**config.mk**
```make
export PLATFORM = sky130hd
export DESIGN_NAME = sie_tx_sequencer
export DESIGN_NICKNAME = d
export VERILOG_FILES = /design/src/rtl/sie_tx_sequencer.sv
export SDC_FILE = /design/constraint.sdc
export NUM_CORES = 1
export LEC_CHECK = 0
export ABC_AREA = 0
export BUFFER_PORTS_ARGS = -buffer_cell sky130_fd_sc_hd__buf_2
export CAP_MARGIN = 15
export CORE_ASPECT_RATIO = 0.6
export CORE_MARGIN = 1
export CORE_UTILIZATION = 64
export CTS_BUF_LIST = sky130_fd_sc_hd__clkbuf_2 sky130_fd_sc_hd__clkbuf_4 sky130_fd_sc_hd__clkbuf_8
export DETAILED_ROUTE_END_ITERATION = 10
export PLACE_DENSITY = 0.95
export SLEW_MARGIN = 20
export SYNTH_ARGS = -nofsm -noshare
export SYNTH_HDL_FRONTEND = slang
export SYNTH_SLANG_ARGS = --single-unit
```
**constraint.sdc**
```tcl
create_clock -name clk -period 4.55 [get_ports clk]
set_input_delay 0.6825 -clock clk [delete_from_list [all_inputs] [get_ports clk]]
set_output_delay 0.6825 -clock clk [all_outputs]
set_load 0.01 [all_outputs]
```
**src/rtl/sie_tx_sequencer.sv**
```systemverilog
// sie_tx_sequencer
//   Serialises USB token and data packets for a downstream bit stuffer.
//   A packet is SYNC (8 bits), PID (4 bits + complement), then either the
//   token address/endpoint fields followed by CRC5, or the data payload
//   followed by CRC16. All fields are sent LSB first. CRCs are sent inverted,
//   MSB first. A one-cycle EOP state closes every packet.
//
// Ports
//   clk, rst                : clock, asynchronous active-low reset
//   tok_req/pid/addr/endp   : token request and its fields (sampled in IDLE)
//   dat_req/pid/zlp         : data request, PID, zero-length flag
//   byte_data/valid/last    : payload byte source
//   byte_ready              : payload byte accepted this cycle
//   stuff_ready             : bit stuffer accepts bit_out this cycle
//   bit_out, bit_valid      : serial bit stream (held while stuff_ready=0)
//   token_pkt, data_pkt     : one-cycle grant pulses (on the IDLE cycle)
//   crc_phase               : CRC bits are being presented
//   eop                     : one-cycle pulse after the last CRC bit
//   busy                    : high in every state except IDLE
module sie_tx_sequencer (
  input  logic       clk,
  input  logic       rst,
  input  logic       tok_req,
  input  logic [3:0] tok_pid,
  input  logic [6:0] tok_addr,
  input  logic [3:0] tok_endp,
  input  logic       dat_req,
  input  logic [3:0] dat_pid,
  input  logic       dat_zlp,
  input  logic [7:0] byte_data,
  input  logic       byte_valid,
  input  logic       byte_last,
  output logic       byte_ready,
  input  logic       stuff_ready,
  output logic       bit_out,
  output logic       bit_valid,
  output logic       token_pkt,
  output logic       data_pkt,
  output logic       crc_phase,
  output logic       eop,
  output logic       busy
);

  typedef enum logic [2:0] {
    IDLE, SYNC, PID, TOKF, DATA, CRC5, CRC16, EOP
  } state_t;

  state_t      state_reg, state_next;
  logic [3:0]  cnt_reg, cnt_next;
  logic [3:0]  pid_reg, pid_next;
  logic [6:0]  addr_reg, addr_next;
  logic [3:0]  endp_reg, endp_next;
  logic        is_tok_reg, is_tok_next;
  logic        zlp_reg, zlp_next;
  logic [7:0]  byte_reg, byte_next;
  logic        last_reg, last_next;
  logic        have_byte_reg, have_byte_next;
  logic [4:0]  crc5_reg, crc5_next;
  logic [15:0] crc16_reg, crc16_next;

  // Bit i of these vectors is the i-th bit on the wire for that field.
  logic [7:0]  pid_bits;
  logic [10:0] tokf_bits;
  logic        tokf_bit;
  logic        data_bit;
  logic [4:0]  crc5_step;
  logic [15:0] crc16_step;

  assign pid_bits  = {~pid_reg, pid_reg};
  assign tokf_bits = {endp_reg, addr_reg};
  assign tokf_bit  = tokf_bits[cnt_reg];
  assign data_bit  = byte_reg[cnt_reg[2:0]];

  // Serial LFSR step: feedback is register MSB xor incoming bit.
  assign crc5_step  = {crc5_reg[3:0], 1'b0} ^
                      ((crc5_reg[4] ^ tokf_bit) ? 5'h05 : 5'h00);
  assign crc16_step = {crc16_reg[14:0], 1'b0} ^
                      ((crc16_reg[15] ^ data_bit) ? 16'h8005 : 16'h0000);

  always_ff @(posedge clk or negedge rst) begin
    if (!rst) begin
      state_reg     <= IDLE;
      cnt_reg       <= '0;
      pid_reg       <= '0;
      addr_reg      <= '0;
      endp_reg      <= '0;
      is_tok_reg    <= 1'b0;
      zlp_reg       <= 1'b0;
      byte_reg      <= '0;
      last_reg      <= 1'b0;
      have_byte_reg <= 1'b0;
      crc5_reg      <= 5'h1f;
      crc16_reg     <= 16'hffff;
    end else begin
      state_reg     <= state_next;
      cnt_reg       <= cnt_next;
      pid_reg       <= pid_next;
      addr_reg      <= addr_next;
      endp_reg      <= endp_next;
      is_tok_reg    <= is_tok_next;
      zlp_reg       <= zlp_next;
      byte_reg      <= byte_next;
      last_reg      <= last_next;
      have_byte_reg <= have_byte_next;
      crc5_reg      <= crc5_next;
      crc16_reg     <= crc16_next;
    end
  end

  always_comb begin
    state_next     = state_reg;
    cnt_next       = cnt_reg;
    pid_next       = pid_reg;
    addr_next      = addr_reg;
    endp_next      = endp_reg;
    is_tok_next    = is_tok_reg;
    zlp_next       = zlp_reg;
    byte_next      = byte_reg;
    last_next      = last_reg;
    have_byte_next = have_byte_reg;
    crc5_next      = crc5_reg;
    crc16_next     = crc16_reg;
    byte_ready     = 1'b0;
    bit_out        = 1'b0;
    bit_valid      = 1'b0;
    token_pkt      = 1'b0;
    data_pkt       = 1'b0;
    crc_phase      = 1'b0;
    eop            = 1'b0;
    busy           = (state_reg != IDLE);

    unique case (state_reg)
      IDLE: begin
        // The grant pulses are combinational from the requests, so they are
        // qualified with rst to keep every output low while reset is held.
        if (rst && (tok_req || dat_req)) begin
          state_next     = SYNC;
          cnt_next       = '0;
          crc5_next      = 5'h1f;
          crc16_next     = 16'hffff;
          have_byte_next = 1'b0;
          addr_next      = tok_addr;
          endp_next      = tok_endp;
          if (tok_req) begin
            token_pkt   = 1'b1;
            is_tok_next = 1'b1;
            pid_next    = tok_pid;
            zlp_next    = 1'b0;
          end else begin
            data_pkt    = 1'b1;
            is_tok_next = 1'b0;
            pid_next    = dat_pid;
            zlp_next    = dat_zlp;
          end
        end
      end

      SYNC: begin
        bit_valid = 1'b1;
        bit_out   = (cnt_reg == 4'd7);
        if (stuff_ready) begin
          cnt_next = cnt_reg + 4'd1;
          if (cnt_reg == 4'd7) begin
            cnt_next   = '0;
            state_next = PID;
          end
        end
      end

      PID: begin
        bit_valid = 1'b1;
        bit_out   = pid_bits[cnt_reg[2:0]];
        if (stuff_ready) begin
          cnt_next = cnt_reg + 4'd1;
          if (cnt_reg == 4'd7) begin
            cnt_next   = '0;
            state_next = is_tok_reg ? TOKF : (zlp_reg ? CRC16 : DATA);
          end
        end
      end

      TOKF: begin
        bit_valid = 1'b1;
        bit_out   = tokf_bit;
        if (stuff_ready) begin
          crc5_next = crc5_step;
          cnt_next  = cnt_reg + 4'd1;
          if (cnt_reg == 4'd10) begin
            cnt_next   = '0;
            state_next = CRC5;
          end
        end
      end

      DATA: begin
        if (have_byte_reg) begin
          bit_valid = 1'b1;
          bit_out   = data_bit;
          if (stuff_ready) begin
            crc16_next = crc16_step;
            cnt_next   = cnt_reg + 4'd1;
            if (cnt_reg == 4'd7) begin
              cnt_next = '0;
              if (last_reg) begin
                have_byte_next = 1'b0;
                state_next     = CRC16;
              end else if (byte_valid) begin
                // Refill on the 8th bit's transfer keeps the stream gapless.
                byte_ready = 1'b1;
                byte_next  = byte_data;
                last_next  = byte_last;
              end else begin
                have_byte_next = 1'b0;
              end
            end
          end
        end else if (byte_valid) begin
          byte_ready     = 1'b1;
          byte_next      = byte_data;
          last_next      = byte_last;
          have_byte_next = 1'b1;
          cnt_next       = '0;
        end
      end

      // CRC registers are shifted out MSB first; refilling with ones is
      // harmless because they are reloaded at the next grant.
      CRC5: begin
        bit_valid = 1'b1;
        crc_phase = 1'b1;
        bit_out   = ~crc5_reg[4];
        if (stuff_ready) begin
          crc5_next = {crc5_reg[3:0], 1'b1};
          cnt_next  = cnt_reg + 4'd1;
          if (cnt_reg == 4'd4) begin
            cnt_next   = '0;
            state_next = EOP;
          end
        end
      end

      CRC16: begin
        bit_valid = 1'b1;
        crc_phase = 1'b1;
        bit_out   = ~crc16_reg[15];
        if (stuff_ready) begin
          crc16_next = {crc16_reg[14:0], 1'b1};
          cnt_next   = cnt_reg + 4'd1;
          if (cnt_reg == 4'd15) begin
            cnt_next   = '0;
            state_next = EOP;
          end
        end
      end

      EOP: begin
        eop        = 1'b1;
        state_next = IDLE;
      end

      default: state_next = IDLE;
    endcase
  end

endmodule
```
Word level (Yosys, flattened, before mapping). Cells that the tools add are included.

Flip-flop bits (word level): 55. Bits of input ports: 35. Output and inout port bits: 8. Word-level logic and storage cells: 155.

Add/sub/neg operators: 1. Order comparisons: 2. Eq/ne operators: 30. Muxes and demuxes: 83. Bitwise operators: 7. Reductions and logical operators: 20.

Operator list (number): $mux W16 (5); $mux W3 (17); $mux W4 (12); $pmux W16 S3 (1); $mux W8 (5); $ne A2 B2 Y1 const B (17); $mux W1 (30); $pmux W3 S8 (1); $pmux W4 S6 (1); $xor A16 B16 Y16 (1); $mux W5 (3); $pmux W5 S3 (1); $reduce_and A15 Y1 (1); $eq A3 B3 Y1 const B (4); $reduce_and A4 Y1 (3); $reduce_bool A3 Y1 (3); $eq A4 B3 Y1 const B (2); $eq A4 B4 Y1 const B (2); $bmux W1 S3 (2); $eq A3 B2 Y1 const B (2); $pmux W1 S6 (1); $reduce_and A6 Y1 (1); $reduce_bool A6 Y1 (1); $lt A4 B5 Y1 const B (1); 20 further kinds (26).

Logic depth before layout (Yosys ltp).
Depth after elaboration: 8. Mapped depth: 8. Gate-level depth less buffers: 7.

Worst setup path after synthesis. OpenSTA, ideal clock, no wires.

Kind: register to output. Start point: register cnt_reg[0]. End point: output bit_out. Data arrival time: 1.837 ns. Path slack: 2.030 ns. Cell stages (with the launch flop): 6. Buffers on the path: 0. Path through: dfrtp_1 -> mux4_2 -> nor3b_1 -> a311oi_4 -> nor2_1 -> or3_1.

Longest elaborated chain between the ends: 4. Elaborated cells on any way between the ends: 9. Those cells by class: 1 x eq/ne; 8 x mux.

RTL lines: start: declaration (RTL line 49) `logic [3:0] cnt_reg, cnt_next;`; start signal: assignment (RTL line 96) `cnt_reg <= cnt_next;`; $bmux W1 S3 (RTL line 72) `assign data_bit = byte_reg[cnt_reg[2:0]];`; $mux W1 (not written as such) (RTL line 72); $mux W1 (RTL line 196) `if (have_byte_reg) begin`; $pmux W1 S6 * (RTL line 132) `unique case (state_reg)`; end: declaration (RTL line 35) `output logic bit_out,`.

Every way passes the cells marked *; elsewhere a longest branch is shown, timed or not. The select of a mux whose other input is x is not followed.

Worst setup path after layout. Same ends and word-level chain as after synthesis.

==> reports/metrics.yaml <==
floorplan:
  die_y_um: 56.4
  rows: 19
  dieArea_um2: 5220
  start_util_pct: 67.7
  ioPinCount: 43
  core_um2: 4660
  die_x_um: 92.7
synthesis:
  ys_seq_elements: 55
  synth_ff_type: "dfrtp_1"
  synth-async-reset-ratio_pct: 100
  synth_cell_type_count: 56
  synth_seq_area_share_pct: 44.4
  syn_avg_cell_area_um2: 9.89
  synth_edf_count: 0
  yosysWarnings: 0
  syn_area_um2: 3160
  synth_fp_nets: 357
  syn_inst: 319
grt:
  grtUsageMet1_pct: 42.9
  met3_usage_pct: 6.91
  grt_use_met2_pct: 45.7
  grt_pass1_wl_um: 11900
  antenna_found_initial: 0
  overflow: 0
  first_global_vias: 2415
  grt_util_all_layers_pct: 29.6
  grt_start_max_net_pins: 38
  busiest_layer: "met2"
sta:
  slew_viol_final: 0
  fin_crit_sh_pct: 72.9
  hold_violations: 0
  clock_skew_ns: 0.00667
  max_clock_freq_mhz: 301
  setup_tns_ns: 0
  setup_violations: 0
  relSlewSlack_pct: 45.8
  rsz0062_at_grt: "false"
  worstMarginPinSlew_ns: 0.813
  period_needed_ns: 3.32
detailed_routing:
  post_drt_via_cell_ratio: 6.18
  drt.antenna.violating_nets: 0
  drt_iter0_markers: 249
  avgRoutedWirePerCell_um: 17.1
  drt-total-wl_um: 7030
  dr_total_vias: 2546
  first_pass_iters: 5
  drcViolationCount: 0
power:
  p_clk_share_pct: 11.1
  p_sw_share_pct: 43.0
  intPower_mw: 1.42
  power.net_switching_mw: 1.07
  combPwrFrac_pct: 47.1
  p_leak_nw: 1.55
  ir_drop_mv: 0.397
  p_seq_share_pct: 41.8
  p_per_area_nw_per_um2: 720
clock_network:
  post_cts_buffers: 0
  cts-buffers-inserted: 5
  htreeDepth: 2
  clkSlewWorstSetupHoldPaths_ns: 0.10
  cts_hold_buf: 0
  clk-insertion-delay-late_ns: 0.31
  cts_sinks: 55
  cts_resized: 0
  cts.path.max_buffers: 2
  cts_tree: "built"
  ctsRootBufferMaster: "clkbuf_8"
cells_and_area:
  n_fill_cell: 319
  layout_commonest_cell: "buf_2"
  final_cell_mix: "buf_2, dfrtp_1, nor2_1"
  stdcell_count: 412
  area_growth_pct: 9.36
  diodes: 0
  largest_reg_flops: 16
  nets: 386
  layout-drive-gt1-share_pct: 30.1
placement:
  dp_hpwl_um: 4930
  gp_congestion: 0.955
  portBuffers: 42
  placedCellCount: 404
critical_path:
  critPathRequiredTime_ns: 3.87
  end_kind: "output port"
  worstPathArrival_ns: 2.64
  slowest_delay_ns: 0.63
  crit_buf_inv: 1
  path_class: "reg2out"
  crit_chain: "mux4_2, nor3b_1, a311oi_4, nor2_1, or3_1, buf_2"
  path_delay_family: "flip-flops"
  crit_fanout: 14
  critPathSlowestCell: "dfrtp_1"
  setup.worst_path.start_class: "register"
flow_run:
  maxCapViolCount: 0
min_path:
  hold_path_class: "in2async"
run_status:
  status: "finished clean"
worst paths after layout:
kind / start / to / slack (ns) / cells after the start
min: rst / endp_reg[0] / 0.42 / 1
min reg2reg: crc16_reg[8] / crc16_reg[9] / 0.47 / 2
max reg2reg: state_reg[0] / cnt_reg[1] / 1.98 / 5
max: cnt_reg[0] / bit_out / 1.23 / 6
min in group clk: crc16_reg[8] / crc16_reg[9] / 0.47 / 2
max in group asynchronous: rst / crc16_reg[7] / 3.29 / 2
per-layer routing:
metal / share of wire (%) / wire, µm / vias up
met5: 0 / 0 / -
met4: 1.5 / 108 / 0
met3: 8.5 / 597 / 12
met2: 45 / 3170 / 115
met1: 45 / 3160 / 1218
li1: - / - / 1201
stage by stage:
step / util [%] / setup slack [ns] / power, mW / hold WS (ns) / cell area, µm²
floorplan: - / 2.03 / 1.90 / 0.387 / 3160
global placement: 72.2 / 1.61 / 2.10 / 0.463 / 3360
detailed placement: 72.2 / 1.57 / 2.18 / 0.468 / 3360
CTS: 74.1 / 1.22 / 2.47 / 0.439 / 3450
global route: 74.1 / 1.09 / 2.65 / 0.482 / 3450
finish: 74.1 / 1.23 / 2.48 / 0.416 / 3450
area by class of cell:
class | count | area, µm² | area share, %
multi-input combinational | 219 | 1560 | 45.3
inverter | 21 | 78.8 | 2.28
tap | 63 | 78.8 | 2.28
clock buffer | 6 | 76.3 | 2.21
timing repair buffer | 46 | 240 | 6.96
sequential | 55 | 1400 | 40.6
clock inverter | 2 | 12.5 | 0.363
synth_stat cells, types with 4 or more instances:
master    count  share of area, %
o22a_1        4               1.1
dfrtp_1      34                27
and3b_1       4               1.1
nor3_1        4              0.63
nor2_1       33               3.9
a21oi_1      10               1.6
a31oi_1      18               3.6
nand2b_1      6               1.2
dfstp_2      21                17
mux2i_1      12               3.8
o21ai_1       4              0.63
clkbuf_1      9               1.1
nand3b_1      5               1.2
mux2_2       18               6.4
inv_1        20               2.4
o21ai_0       8               1.3
nand2_1      18               2.1
buf_2        12               1.9
nor3b_1       4              0.95
nand3_1      10               1.6
cell families after synthesis:
family / count (synthesis) / share of synthesized area (%)
AND/OR/NAND/NOR: 101 / 17.1
AO/OA/AOI/OAI: 76 / 17.2
flip-flops: 55 / 44.4
buffers and inverters: 45 / 6.07
multiplexers: 33 / 12.4
XOR/XNOR: 6 / 1.67
adder cells (fa/ha/maj): 3 / 1.19
power groups by stage:
stage / logic, mW / registers [mW] / clock network (mW)
after floorplan: 1.02 / 0.882 / 0
after global placement: 1.08 / 1.02 / 0
after detailed placement: 1.14 / 1.03 / 0
after CTS: 1.16 / 1.03 / 0.278
after global routing: 1.29 / 1.07 / 0.296
final: 1.17 / 1.04 / 0.276
(Power assumes the default switching activity.)
